==> src/rtl/wb_port_arb_if.sv <==
// wb_port_arb_if: groups the pipeline writeback request, the LLU result
// handshake and the register-file write port behind the writeback stage.
// DEPTH must match the DEPTH of the wb_port_arb instance it connects to;
// it sizes the occupancy output.
interface wb_port_arb_if #(
    parameter int DEPTH = 2
);
    localparam int CNT_W = $clog2(DEPTH) + 1;

    logic             wb_valid_i;
    logic [4:0]       wb_waddr_i;
    logic [31:0]      wb_wdata_i;
    logic             llu_valid_i;
    logic [4:0]       llu_waddr_i;
    logic [31:0]      llu_wdata_i;
    logic             llu_ready_o;
    logic             rf_we_o;
    logic [4:0]       rf_waddr_o;
    logic [31:0]      rf_wdata_o;
    logic             stall_o;
    logic [CNT_W-1:0] fifo_cnt_o;

    // Requester side: pipeline writeback plus LLU, observing the RF port.
    modport master (
        output wb_valid_i, wb_waddr_i, wb_wdata_i,
        output llu_valid_i, llu_waddr_i, llu_wdata_i,
        input  llu_ready_o, rf_we_o, rf_waddr_o, rf_wdata_o, stall_o, fifo_cnt_o
    );

    // Arbiter side.
    modport slave (
        input  wb_valid_i, wb_waddr_i, wb_wdata_i,
        input  llu_valid_i, llu_waddr_i, llu_wdata_i,
        output llu_ready_o, rf_we_o, rf_waddr_o, rf_wdata_o, stall_o, fifo_cnt_o
    );
endinterface

==> src/rtl/wb_port_arb.sv <==
// wb_port_arb: owns the single register-file write port. Pipeline writes
// always win; long-latency-unit results queue in a DEPTH-entry FIFO and
// drain into free slots in arrival order. Writes to x0 never reach the RF.
// Optional feature macro: WB_ARB_STARVE_EN adds a starvation guard that
// raises stall_o for one cycle when the FIFO head has waited too long.
module wb_port_arb #(
    parameter int DEPTH      = 2,
    parameter int STARVE_MAX = 8
) (
    input  logic         clk,
    input  logic         rst,
    wb_port_arb_if.slave bus
);
    localparam int PTR_W = $clog2(DEPTH);
    localparam int CNT_W = PTR_W + 1;
    localparam logic [CNT_W-1:0] DEPTH_C = CNT_W'(DEPTH);

    if (DEPTH < 2 || (DEPTH & (DEPTH - 1)) != 0) begin : g_bad_depth
        $error("wb_port_arb: DEPTH must be a power of two >= 2");
    end
    if (STARVE_MAX < 2) begin : g_bad_starve
        $error("wb_port_arb: STARVE_MAX must be >= 2");
    end

    logic [36:0]      mem_q [DEPTH];
    logic [PTR_W-1:0] rd_ptr_q, rd_ptr_d;
    logic [PTR_W-1:0] wr_ptr_q, wr_ptr_d;
    logic [CNT_W-1:0] count_q, count_d;
    logic             rf_we_q, rf_we_d;
    logic [4:0]       rf_waddr_q, rf_waddr_d;
    logic [31:0]      rf_wdata_q, rf_wdata_d;
    logic             pipe_win;
    logic             push;
    logic             pop;
    logic [4:0]       head_waddr;
    logic [31:0]      head_wdata;

    assign {head_waddr, head_wdata} = mem_q[rd_ptr_q];

    // Ready depends only on the current occupancy, so a same-cycle pop never raises it.
    assign bus.llu_ready_o = (count_q < DEPTH_C);
    assign bus.fifo_cnt_o  = count_q;
    assign bus.rf_we_o     = rf_we_q;
    assign bus.rf_waddr_o  = rf_waddr_q;
    assign bus.rf_wdata_o  = rf_wdata_q;

    // Arbitrate the write slot and compute next FIFO bookkeeping and RF port values.
    always_comb begin
        pipe_win   = bus.wb_valid_i && (bus.wb_waddr_i != 5'd0);
        pop        = !pipe_win && (count_q != '0);
        push       = bus.llu_valid_i && (count_q < DEPTH_C);
        rd_ptr_d   = pop  ? rd_ptr_q + PTR_W'(1) : rd_ptr_q;
        wr_ptr_d   = push ? wr_ptr_q + PTR_W'(1) : wr_ptr_q;
        count_d    = count_q;
        if (push && !pop) begin
            count_d = count_q + CNT_W'(1);
        end else if (pop && !push) begin
            count_d = count_q - CNT_W'(1);
        end
        rf_we_d    = 1'b0;
        rf_waddr_d = rf_waddr_q;
        rf_wdata_d = rf_wdata_q;
        if (pipe_win) begin
            rf_we_d    = 1'b1;
            rf_waddr_d = bus.wb_waddr_i;
            rf_wdata_d = bus.wb_wdata_i;
        end else if (pop && head_waddr != 5'd0) begin
            rf_we_d    = 1'b1;
            rf_waddr_d = head_waddr;
            rf_wdata_d = head_wdata;
        end
    end

    // FIFO storage is deliberately left unreset; count and pointers define validity.
    always_ff @(posedge clk) begin
        if (push) begin
            mem_q[wr_ptr_q] <= {bus.llu_waddr_i, bus.llu_wdata_i};
        end
    end

    // Control state and registered RF port; reset discards any queued results.
    always_ff @(posedge clk or negedge rst) begin
        if (!rst) begin
            rd_ptr_q   <= '0;
            wr_ptr_q   <= '0;
            count_q    <= '0;
            rf_we_q    <= 1'b0;
            rf_waddr_q <= 5'd0;
            rf_wdata_q <= 32'd0;
        end else begin
            rd_ptr_q   <= rd_ptr_d;
            wr_ptr_q   <= wr_ptr_d;
            count_q    <= count_d;
            rf_we_q    <= rf_we_d;
            rf_waddr_q <= rf_waddr_d;
            rf_wdata_q <= rf_wdata_d;
        end
    end

`ifdef WB_ARB_STARVE_EN
    localparam int SW = $clog2(STARVE_MAX) + 1;

    logic [SW-1:0] starve_q, starve_d;
    logic          stall_q, stall_d;

    // Count cycles the head waits; the cycle it would reach STARVE_MAX-1 requests a one-cycle stall.
    always_comb begin
        starve_d = starve_q;
        stall_d  = 1'b0;
        if (pop || count_q == '0) begin
            starve_d = '0;
        end else if (starve_q == SW'(STARVE_MAX - 2)) begin
            starve_d = '0;
            stall_d  = 1'b1;
        end else begin
            starve_d = starve_q + SW'(1);
        end
    end

    // Starvation counter and registered stall request.
    always_ff @(posedge clk or negedge rst) begin
        if (!rst) begin
            starve_q <= '0;
            stall_q  <= 1'b0;
        end else begin
            starve_q <= starve_d;
            stall_q  <= stall_d;
        end
    end

    assign bus.stall_o = stall_q;
`else
    assign bus.stall_o = 1'b0;
`endif
endmodule
==> src/flat_wrapper.sv <==
// flat-port wrapper written by rule: the top's interface ports become plain ports
module wb_port_arb_flat 
#(
    parameter int DEPTH      = 2,
    parameter int STARVE_MAX = 8
)
  (clk, rst, bus_wb_valid_i, bus_wb_waddr_i, bus_wb_wdata_i, bus_llu_valid_i, bus_llu_waddr_i, bus_llu_wdata_i, bus_llu_ready_o, bus_rf_we_o, bus_rf_waddr_o, bus_rf_wdata_o, bus_stall_o, bus_fifo_cnt_o);
  wb_port_arb_if #(.DEPTH(DEPTH)) bus_i ();
  input  logic clk;
  input  logic rst;
  input wire logic [$bits(bus_i.wb_valid_i)-1:0] bus_wb_valid_i;
  input wire logic [$bits(bus_i.wb_waddr_i)-1:0] bus_wb_waddr_i;
  input wire logic [$bits(bus_i.wb_wdata_i)-1:0] bus_wb_wdata_i;
  input wire logic [$bits(bus_i.llu_valid_i)-1:0] bus_llu_valid_i;
  input wire logic [$bits(bus_i.llu_waddr_i)-1:0] bus_llu_waddr_i;
  input wire logic [$bits(bus_i.llu_wdata_i)-1:0] bus_llu_wdata_i;
  output wire logic [$bits(bus_i.llu_ready_o)-1:0] bus_llu_ready_o;
  output wire logic [$bits(bus_i.rf_we_o)-1:0] bus_rf_we_o;
  output wire logic [$bits(bus_i.rf_waddr_o)-1:0] bus_rf_waddr_o;
  output wire logic [$bits(bus_i.rf_wdata_o)-1:0] bus_rf_wdata_o;
  output wire logic [$bits(bus_i.stall_o)-1:0] bus_stall_o;
  output wire logic [$bits(bus_i.fifo_cnt_o)-1:0] bus_fifo_cnt_o;
  assign bus_i.wb_valid_i = bus_wb_valid_i;
  assign bus_i.wb_waddr_i = bus_wb_waddr_i;
  assign bus_i.wb_wdata_i = bus_wb_wdata_i;
  assign bus_i.llu_valid_i = bus_llu_valid_i;
  assign bus_i.llu_waddr_i = bus_llu_waddr_i;
  assign bus_i.llu_wdata_i = bus_llu_wdata_i;
  assign bus_llu_ready_o = bus_i.llu_ready_o;
  assign bus_rf_we_o = bus_i.rf_we_o;
  assign bus_rf_waddr_o = bus_i.rf_waddr_o;
  assign bus_rf_wdata_o = bus_i.rf_wdata_o;
  assign bus_stall_o = bus_i.stall_o;
  assign bus_fifo_cnt_o = bus_i.fifo_cnt_o;
  wb_port_arb #(.DEPTH(DEPTH), .STARVE_MAX(STARVE_MAX)) u_core (.clk(clk), .rst(rst), .bus(bus_i));
endmodule
==> config.mk <==
export PLATFORM = sky130hd
export DESIGN_NAME = wb_port_arb_flat
export DESIGN_NICKNAME = d
export VERILOG_FILES = /design/src/rtl/wb_port_arb_if.sv /design/src/rtl/wb_port_arb.sv /design/src/flat_wrapper.sv
export SDC_FILE = /design/constraint.sdc
export NUM_CORES = 1
export LEC_CHECK = 0
export BUFFER_PORTS_ARGS = -buffer_cell sky130_fd_sc_hd__buf_2
export CAP_MARGIN = 15
export CORE_ASPECT_RATIO = 0.6
export CORE_MARGIN = 2
export CORE_UTILIZATION = 40
export DETAILED_ROUTE_END_ITERATION = 8
export PLACE_DENSITY = 0.75
export SLEW_MARGIN = 20
export SYNTH_ARGS = -nofsm -noshare
export SYNTH_HDL_FRONTEND = slang
export SYNTH_SLANG_ARGS = --single-unit
==> constraint.sdc <==
create_clock -name clk -period 3.7 [get_ports clk]
set_clock_uncertainty 0.05 [all_clocks]
set_input_delay 0.74 -clock clk [delete_from_list [all_inputs] [get_ports clk]]
set_output_delay 0.74 -clock clk [all_outputs]
set_load 0.02 [all_outputs]
==> reports/metrics.cfg, run 1 <==
[outcome]
status=complete, no violations

[clock_tree]
post_cts_buffers=0
clkTransAtPathRegs_ps=60
ctsHoldBuffers=0
cts_buffers=17
worstSkewPairLatency_ps=400
htreeDepth=4
cts_sinks=116
ctsResizeCount=0
cts_root_buffer=clkbuf_16
cts_tree=done
clk_path_buf_depth=2

[logic_synthesis]
synth_cells=268
syn_area_sq_mm=0.004828
avgSynthCellArea_sq_um=18.02
yosysUniqueCellTypes=28
ys_seq_elements=116
seq_area_frac_synth=0.6779
ys_warn_count=0
syn_nets=347

[finish]
ff_latch_area_sq_mm=0.003274
multi_input_comb_area_sq_mm=0.001490
final-instance-count-excl-fill=577
nets=478
fillCellCount=1021
diodes=0
drive_above_1_share=0.6359
area_growth_pct=28.58

[power]
seqPwrFrac=0.395
power.total_mw=4.957
p_sw_mw=1.511
p_clk_frac=0.314
p_leak_nw=2.575
p_sw_frac=0.3049
p_int_mw=3.446
peakVddDrop_mv=0.4223
p_comb_frac=0.291
powerDensity_mw_per_mm2=798.5

[sta]
worstMarginPinSlew_ps=982.4
max_freq_mhz=397.2
setup_tns_ps=0
setup_viol=0
slew_viol_final=0
final.min_clock_period_ps=2518
rsz0062_at_grt=false
relSlewSlack=0.3451
hold_viol_final=0
min_period_over_period=0.6805

[critical_path]
cp_max_fo=15
path_common_cell=o21ai_4
reg2reg_slack_ps=1260
slowest_delay_ps=550
cp-start-kind=input pin
r2r-end=u_core.bus.rf_wdata_o[19]$_DFFE_PN0P_
crit_path_end_kind=flop
cpMaxStageDelayCell=or4_4
ff2ff_path_depth=6
cp_cell_sequence=buf_2, or4_4, o21ai_4, o21ai_4, buf_16, buf_4, mux2_4
required_ps=3940
reg2reg_from=u_core.rd_ptr_q$_DFFE_PN0P_
path_class=in2reg
critPathArrivalTime_ps=2760
critPathTopFamily=compound AO/OA/AOI/OAI gates
crit_buf_inv=3

[die]
initial_core_util=0.4055
rows=31
dieHeight_um=89.11
die_w_um=145.8
dieArea_sq_mm=0.01300
num_io_pins=120
core_area_sq_mm=0.01191

[hold_path]
hold_path.class=in2async

[place]
dp.cells=544
gp_congestion=0.7228
hpwl_um=6771
io_buffer_count=118

[drt]
drt_iter0_markers=81
met1Wirelength_um=4626
final_antenna_net_count=0
wl_met3_um=700
vias=2747
via_per_inst=4.761
highest_layer=met4
wl_met2_um=4691
detail_route.wl_per_cell_um=17.53
drc=0
firstDrtPassIters=4
routed_wl_um=10120

[run]
max_cap_viol_count=0

[global_route]
grt_pass1_wl_um=16030
grt_use_total=0.1685
grt_pass1_vias=2990
grt_max_degree=43
antenna_found_initial=0
grt_overflow=0

==> final cells by class <==
| cell class | instances | area share |
|---|---|---|
| Sequential cell | 116 | 0.5274 |
| Inverter | 1 | 0.0006046 |
| Clock buffer | 18 | 0.06913 |
| Multi-Input combinational cell | 138 | 0.2400 |
| Clock inverter | 14 | 0.02237 |
| Timing Repair Buffer | 125 | 0.1072 |
| Tap cell | 165 | 0.03325 |
==> how the worst max path moves through the flow <==
stage,to,slack (ps),from,cells after the start
after floorplan,u_core.mem_q[0][0]$_DFFE_PP_,530,bus_llu_valid_i,2
after global placement,u_core.bus.rf_wdata_o[12]$_DFFE_PN0P_,770,bus_wb_waddr_i[3],6
after detailed placement,u_core.bus.rf_wdata_o[12]$_DFFE_PN0P_,720,bus_wb_waddr_i[3],6
after CTS,u_core.bus.rf_wdata_o[23]$_DFFE_PN0P_,890,u_core.rd_ptr_q$_DFFE_PN0P_,5
after global routing,u_core.bus.rf_wdata_o[12]$_DFFE_PN0P_,1080,bus_wb_waddr_i[3],7
final,u_core.bus.rf_wdata_o[12]$_DFFE_PN0P_,1180,bus_wb_waddr_i[3],7
==> metrics by stage <==
step	hold WS, ps	setup slack, ps	area [sq um]	utilization
floorplan	394.4	533.7	4828	-
global placement	436.9	769.7	5610	0.4712
detailed placement	441.8	719.3	5610	0.4712
CTS	450.9	885.2	6178	0.5189
global route	322.7	1084	6208	0.5214
finish	281.3	1182	6208	0.5214
==> kinds of logic (layout without fill, tap and decap cells) <==
logic type,count (synthesis),after routing,share of synthesized area
AOI/OAI and AO/OA,10,10,0.01477
xor gates and xnor gates,5,5,0.009071
adders and majority gates,1,1,0.002591
buffers and inverters,14,158,0.01684
DFF,116,116,0.6779
muxes,106,106,0.2607
other,1,1,0.0007767
and+or+nand+nor,15,15,0.01736
==> routing by layer <==
layer	global-route usage	vias to the layer above
li1	-	1280
met1	0.2151	1367
met2	0.2620	90
met3	0.06684	10
met4	0.06774	0
met5	0	-
==> flip-flops by register name, summed over array words and instances, names as in the netlist <==
name and flops:
u_core.bus.fifo_cnt_o 2, u_core.bus.rf_waddr_o 5, u_core.wr_ptr_q 1, u_core.bus.rf_wdata_o 32
u_core.rd_ptr_q 1, u_core.mem_q 74, u_core.bus.rf_we_o 1
==> power groups by stage <==
stage	Sequential, mW	Clock, mW	Combinational (mW)
floorplan	2.14	0	0.807
finish	1.96	1.56	1.44
detailed placement	1.98	0	1.44
global route	2.00	1.66	1.56
global placement	1.96	0	1.42
CTS	1.96	1.59	1.45
==> synth_stat cells, drive strengths merged <==
| cell type | count | share of area |
|---|---|---|
| edfxtp | 74 | 0.46 |
| xor2 | 2 | 0.0036 |
| inv | 1 | 0.00078 |
| nor3 | 1 | 0.0010 |
| nor4 | 1 | 0.0013 |
| o21ai | 8 | 0.011 |
| conb | 1 | 0.00078 |
| clkbuf | 4 | 0.0031 |
| nor4b | 1 | 0.0018 |
| ha | 1 | 0.0026 |
| dfrtp | 42 | 0.22 |
| and2 | 1 | 0.0013 |
| nand2 | 5 | 0.0039 |
| buf | 9 | 0.013 |
| nor2b | 2 | 0.0026 |
| nor3b | 1 | 0.0016 |
| or4 | 1 | 0.0023 |
| mux2 | 101 | 0.25 |
| o22a | 1 | 0.0018 |
| o21a | 1 | 0.0016 |
| nor2 | 2 | 0.0016 |
| xnor2 | 3 | 0.0054 |
| mux2i | 5 | 0.010 |
==> worst reg2reg max path, stage by stage (launching register included) <==
cell     delay [ps]
dfrtp_2         560
nor4b_1         230
o22a_1          240
o21ai_4         480
buf_16          240
buf_4           190
mux2_2          340
==> cells in the final DEF (no fill, tap or decap), types with 2 or more instances in the layout <==
master	Yosys	layout
buf_2	5	117
mux2_2	82	82
edfxtp_1	74	74
dfrtp_1	42	41
mux2_4	19	19
clkbuf_16	0	17
buf_4	2	7
o21ai_0	6	6
mux2i_1	5	5
nand2_1	5	5
clkinv_2	0	5
clkinv_4	0	4
xnor2_1	3	3
o21ai_4	1	2
nor2_1	2	2
xor2_1	2	2
clkinvlp_4	0	2
bufinv_16	0	2
No activity file was read; power rests on OpenSTA's default activity.
==> run 2, diff against run 1 <==
Clock period 3.7 ns to 2.45 ns, I/O delays scaled along.
==> reports/metrics.cfg, run 2 (synthesis gave the netlist of run 1 again) <==
[outcome]
status=complete, no violations

[critical_path]
required_ps=2680
critPathTopFamily=multiplexers
slowest_delay_ps=550
cp-start-kind=input pin
path_class=in2reg
cpMaxStageDelayCell=or4_4
cp_cell_sequence=buf_2, or4_4, o21ai_4, buf_4, mux2_2, mux2_2
reg2reg_from=u_core.rd_ptr_q$_DFFE_PN0P_
cp_max_fo=17
path_common_cell=mux2_2
crit_path_end_kind=flop
startpoint=bus_wb_waddr_i[3]
critPathArrivalTime_ps=2260
crit_buf_inv=2

[hold_path]
hold_path.class=in2async

[finish]
final_common_cell=buf_2
drive_above_1_share=0.6322
multi_input_comb_area_sq_mm=0.001490
nets=482
layout_common_cells=buf_2 (118), mux2_2 (82), edfxtp_1 (74), dfrtp_1 (41), mux2_4 (19)
largest-register=u_core.mem_q
ff_latch_area_sq_mm=0.003274
final_core_util=0.5226
largest_register_ffs=74
area_growth_pct=28.89
fillCellCount=1013

[sta]
setup_tns_ps=0
rsz0062_at_grt=false
setup_viol=0
max_freq_mhz=492.9
final.min_clock_period_ps=2029
worstMarginPinSlew_ps=522.9
slew_viol_final=0
hold_viol_final=0
min_period_over_period=0.8281
relSlewSlack=0.6514

[drt]
vias=2763
detail_route.wl_per_cell_um=17.05
firstDrtPassIters=4
final_antenna_net_count=0
drc=0
via_per_inst=4.747
drt_iter0_markers=114
routed_wl_um=9925

[power]
peakVddDrop_mv=0.6040
powerDensity_mw_per_mm2=1201
p_leak_nw=2.583

[die]
rows=31
core_area_sq_mm=0.01191
initial_core_util=0.4055
dieHeight_um=89.11
dieArea_sq_mm=0.01300
die_w_um=145.8
num_io_pins=120

[clock_tree]
clkTransAtPathRegs_ps=50
cts_root_buffer=clkbuf_16
worstSkewPairLatency_ps=400
ctsResizeCount=0
post_cts_buffers=0
htreeDepth=4
cts_tree=done
cts_buffers=17
ctsHoldBuffers=0
clk_path_buf_depth=2
cts_sinks=116

[run]
max_cap_viol_count=0

[global_route]
grt_pass1_vias=2919
grt_use_total=0.1645
antenna_found_initial=0
grt_overflow=0
grt_pass1_wl_um=15740
grt_max_degree=30

[place]
gp_congestion=0.7755
hpwl_um=6855
io_buffer_count=118

[run 2: changes by cell type in the layout (fill, tap and decap cells not counted), sizes merged]
cell / before / now
clkinvlp: 2 / 3
buf: 125 / 129
clkinv: 10 / 6
clkbuf: 18 / 21
diode: 0 / 1
[run 2: cell type report]
| cell class | instances | share of cell area |
|---|---|---|
| Timing Repair Buffer | 129 | 0.1102 |
| Multi-Input combinational cell | 138 | 0.2394 |
| Sequential cell | 116 | 0.5261 |
| Inverter | 1 | 0.0006031 |
| Antenna cell | 1 | 0.0004021 |
| Clock inverter | 11 | 0.01769 |
| Clock buffer | 21 | 0.07238 |
| Tap cell | 165 | 0.03317 |
[run 2: path summary, 6_finish.rpt]
check	endpoint	slack (ps)	cells after the start
setup / recovery	u_core.bus.rf_wdata_o[23]$_DFFE_PN0P_	420	6
hold / removal	u_core.bus.rf_wdata_o[8]$_DFFE_PN0P_	10	1
setup reg to reg	u_core.bus.rf_wdata_o[25]$_DFFE_PN0P_	530	5
hold reg to reg	u_core.bus.rf_wdata_o[28]$_DFFE_PN0P_	450	1
max in group asynchronous	u_core.bus.rf_wdata_o[25]$_DFFE_PN0P_	1590	2
min in group clk	u_core.mem_q[0][12]$_DFFE_PP_	220	1
[run 2: report_power, final]
group | switching [mW] | internal [mW]
Combinational | 1.14 | 1.08
Clock | 0.820 | 1.51
Sequential | 0.273 | 2.65
Total | 2.24 | 5.24
[run 2: per-layer routing]
metal	track usage	vias up	routed length, um
met3	0.05867	13	695
met5	0	-	0
met2	0.2573	105	4452
li1	-	1282	-
met4	0.06952	0	86
met1	0.2117	1363	4691
[run 2: stage by stage]
stage / power [mW] / hold WS [ps] / std cells / setup WS [ps] / cell area [sq um]
global route: 7.850 / 36.20 / 581 / 380.6 / 6221
global placement: 5.135 / 434.1 / 549 / 45.23 / 5660
detailed placement: 5.195 / 439.5 / 549 / 8.560 / 5660
CTS: 7.551 / 21.17 / 581 / 428.8 / 6221
floorplan: 4.456 / 144.4 / 268 / 100.5 / 4831
finish: 7.472 / 13.25 / 582 / 421.2 / 6223
[run 2: worst reg2reg max path, delay by kind of cell, from the launching register on]
family,cells,cell delay [ps]
AOI/OAI and AO/OA,2,420
buffers and inverters,1,260
DFF,1,510
muxes,1,380
and+or+nand+nor,1,180
==> run 3, diff against run 2 <==
Settings changed: ABC_AREA set to 1.
Clock period 2.45 ns to 2 ns, I/O delays scaled along.
==> reports/metrics.cfg, run 3 <==
[sta]
final.min_clock_period_ps=1802
setup_tns_ps=0
slew_viol_final=0
min_period_over_period=0.9011
hold_viol_final=0
rsz0062_at_grt=false
setup_viol=0
worstMarginPinSlew_ps=543.2
whs_ps=13.54
relSlewSlack=0.6379
max_freq_mhz=554.9

[logic_synthesis]
synth_top_family_by_area=simple AND/OR/NAND/NOR gates
ys_seq_elements=116
synthMuxAreaShare=0
synth_cells=504
synth.area.top_cells=edfxtp_1 (45%), dfrtp_1 (21%), nand2_1 (16%)
synth_top_flop_cell=edfxtp_1
ys_warn_count=0
async_reset_ff_frac=0.3621
syn_area_sq_mm=0.004975
yosysMostFrequentCell=nand2_1
yosys-top-cells-count=nand2_1 (214), edfxtp_1 (74), dfrtp_1 (42), inv_1 (41), nand3_1 (38)
syn_nets=583
seq_area_frac_synth=0.6579
avgSynthCellArea_sq_um=9.871
synth_xor_area_frac=0.007042
synth_top_area_frac=0.4467
synth_compound_area_frac=0.04200
synth_adder_area_share=0.002515
synth-edff-count=74
yosysUniqueCellTypes=23
yosys.area.top_type=edfxtp_1
synthSimpleGateAreaFrac=0.2203

[outcome]
status=complete, no violations

[place]
hpwl_um=8839
dp.cells=772
io_buffer_count=118
dpl_cell_area_sq_mm=0.005762
gp_congestion=0.8334

[power]
p_clk_frac=0.309
p_comb_frac=0.326
seqPwrFrac=0.366
p_leak_nw=3.080
power.total_mw=9.848
peakVddDrop_mv=0.6507
p_int_mw=6.332
p_sw_mw=3.516
p_sw_frac=0.3570
powerDensity_mw_per_mm2=1547

[clock_tree]
cts_sinks=116
cts_root_buffer=clkbuf_16
clk_path_buf_depth=2
worstSkewPairLatency_ps=400
clkTransAtPathRegs_ps=50
cts_tree=done
post_cts_buffers=0
ctsHoldBuffers=0
htreeDepth=4
cts_buffers=17

[critical_path]
required_ps=2230
cp-start-kind=flop
path_class=reg2reg
critPathArrivalTime_ps=2030
crit_path_end_kind=flop
cp_max_fo=23

[finish]
fillCellCount=1069
final-instance-count-excl-fill=805
ff_latch_area_sq_mm=0.003274
area_growth_pct=27.97
nets=705
final_common_cell=nand2_1
layout_common_cells=nand2_1 (214), buf_2 (118), edfxtp_1 (74), inv_1 (41), dfrtp_1 (41)
largest_register_ffs=74
largest-register=u_core.mem_q
drive_above_1_share=0.2810
design_area_sq_mm=0.006366
multi_input_comb_area_sq_mm=0.001379

[drt]
detail_route.wl_per_cell_um=15.11
firstDrtPassIters=5
vias=3714
final_antenna_net_count=0
drt_iter0_markers=289
via_per_inst=4.614
routed_wl_um=12160
drc=0

[global_route]
antenna_found_initial=7
grt_overflow=0
grt_pass1_wl_um=18980
grt_max_degree=113
grt_use_total=0.1882
grt_pass1_vias=3607

[die]
die_w_um=148.0
core_area_sq_mm=0.01210
num_io_pins=120
initial_core_util=0.4111
dieHeight_um=90.39
dieArea_sq_mm=0.01337
rows=31

[hold_path]
hold_path.class=in2async

[run]
max_cap_viol_count=0

-- run 3: power by group through the flow --
| stage | clock [mW] | sequential (mW) | combinational [mW] |
|---|---|---|---|
| after detailed placement | 0 | 3.64 | 3.21 |
| after floorplan | 0 | 4.06 | 1.62 |
| final | 3.04 | 3.60 | 3.21 |
| after global placement | 0 | 3.62 | 3.12 |
| after CTS | 3.09 | 3.60 | 3.22 |
| after global routing | 3.20 | 3.67 | 3.53 |
-- run 3: worst max-delay path, stage by stage, from the launching register on --
cell and delay, ps:
dfrtp_2 470, buf_4 190, nand2_1 50, o21ai_1 150, nand3_2 110, nand2_2 210, nand2_2 80, buf_4 220
nand2_1 100, nand2_1 60
-- run 3: final timing paths --
path / slack, ps / cells after the start / start / to
worst max-delay path: 200 / 9 / u_core.rd_ptr_q$_DFFE_PN0P_ / u_core.bus.rf_wdata_o[3]$_DFFE_PN0P_
worst min register to register: 450 / 2 / u_core.bus.rf_wdata_o[17]$_DFFE_PN0P_ / u_core.bus.rf_wdata_o[17]$_DFFE_PN0P_
worst max register to register: 200 / 9 / u_core.rd_ptr_q$_DFFE_PN0P_ / u_core.bus.rf_wdata_o[3]$_DFFE_PN0P_
worst min-delay path: 10 / 2 / rst / u_core.bus.rf_we_o$_DFF_PN0_
min in group clk: 130 / 1 / bus_llu_wdata_i[22] / u_core.mem_q[0][22]$_DFFE_PP_
max in group asynchronous: 1480 / 2 / rst / u_core.rd_ptr_q$_DFFE_PN0P_
-- run 3: what timing repair did --
action	4_1_cts	5_1_grt
resized for setup	0	3
endpoints found under the setup margin	0	37
endpoints found under the hold margin	0	0
-- run 3: layout make-up --
type | count | area share
Antenna cell | 3 | 0.001179
Inverter | 44 | 0.02634
Sequential cell | 116 | 0.5143
Clock buffer | 18 | 0.06741
Multi-Input combinational cell | 316 | 0.2166
Timing Repair Buffer | 131 | 0.1160
Clock inverter | 12 | 0.02575
Tap cell | 165 | 0.03243
-- run 3: cell families after synthesis --
family                     after synthesis
DFF                                    116
adders and majority gates                1
AOI/OAI and AO/OA                       41
other                                    1
buffers and inverters                   72
xor gates and xnor gates                 4
and+or+nand+nor                        269
-- run 3: per-stage QoR --
stage	utilization	setup WS, ps
6_report	0.5261	197.8
5_1_grt	0.5254	75.12
4_1_cts	0.5251	45.22
3_5_place_dp	0.4761	67.03
3_3_place_gp	0.4761	101.9
2_1_floorplan	-	-298.1
-- run 3: per-layer routing --
metal / GRT usage / vias to the layer above / share of wire
met5: 0 / - / 0.0038
met4: 0.06667 / 8 / 0.011
met3: 0.07525 / 18 / 0.11
met2: 0.2396 / 129 / 0.39
met1: 0.2852 / 1695 / 0.48
li1: - / 1864 / -
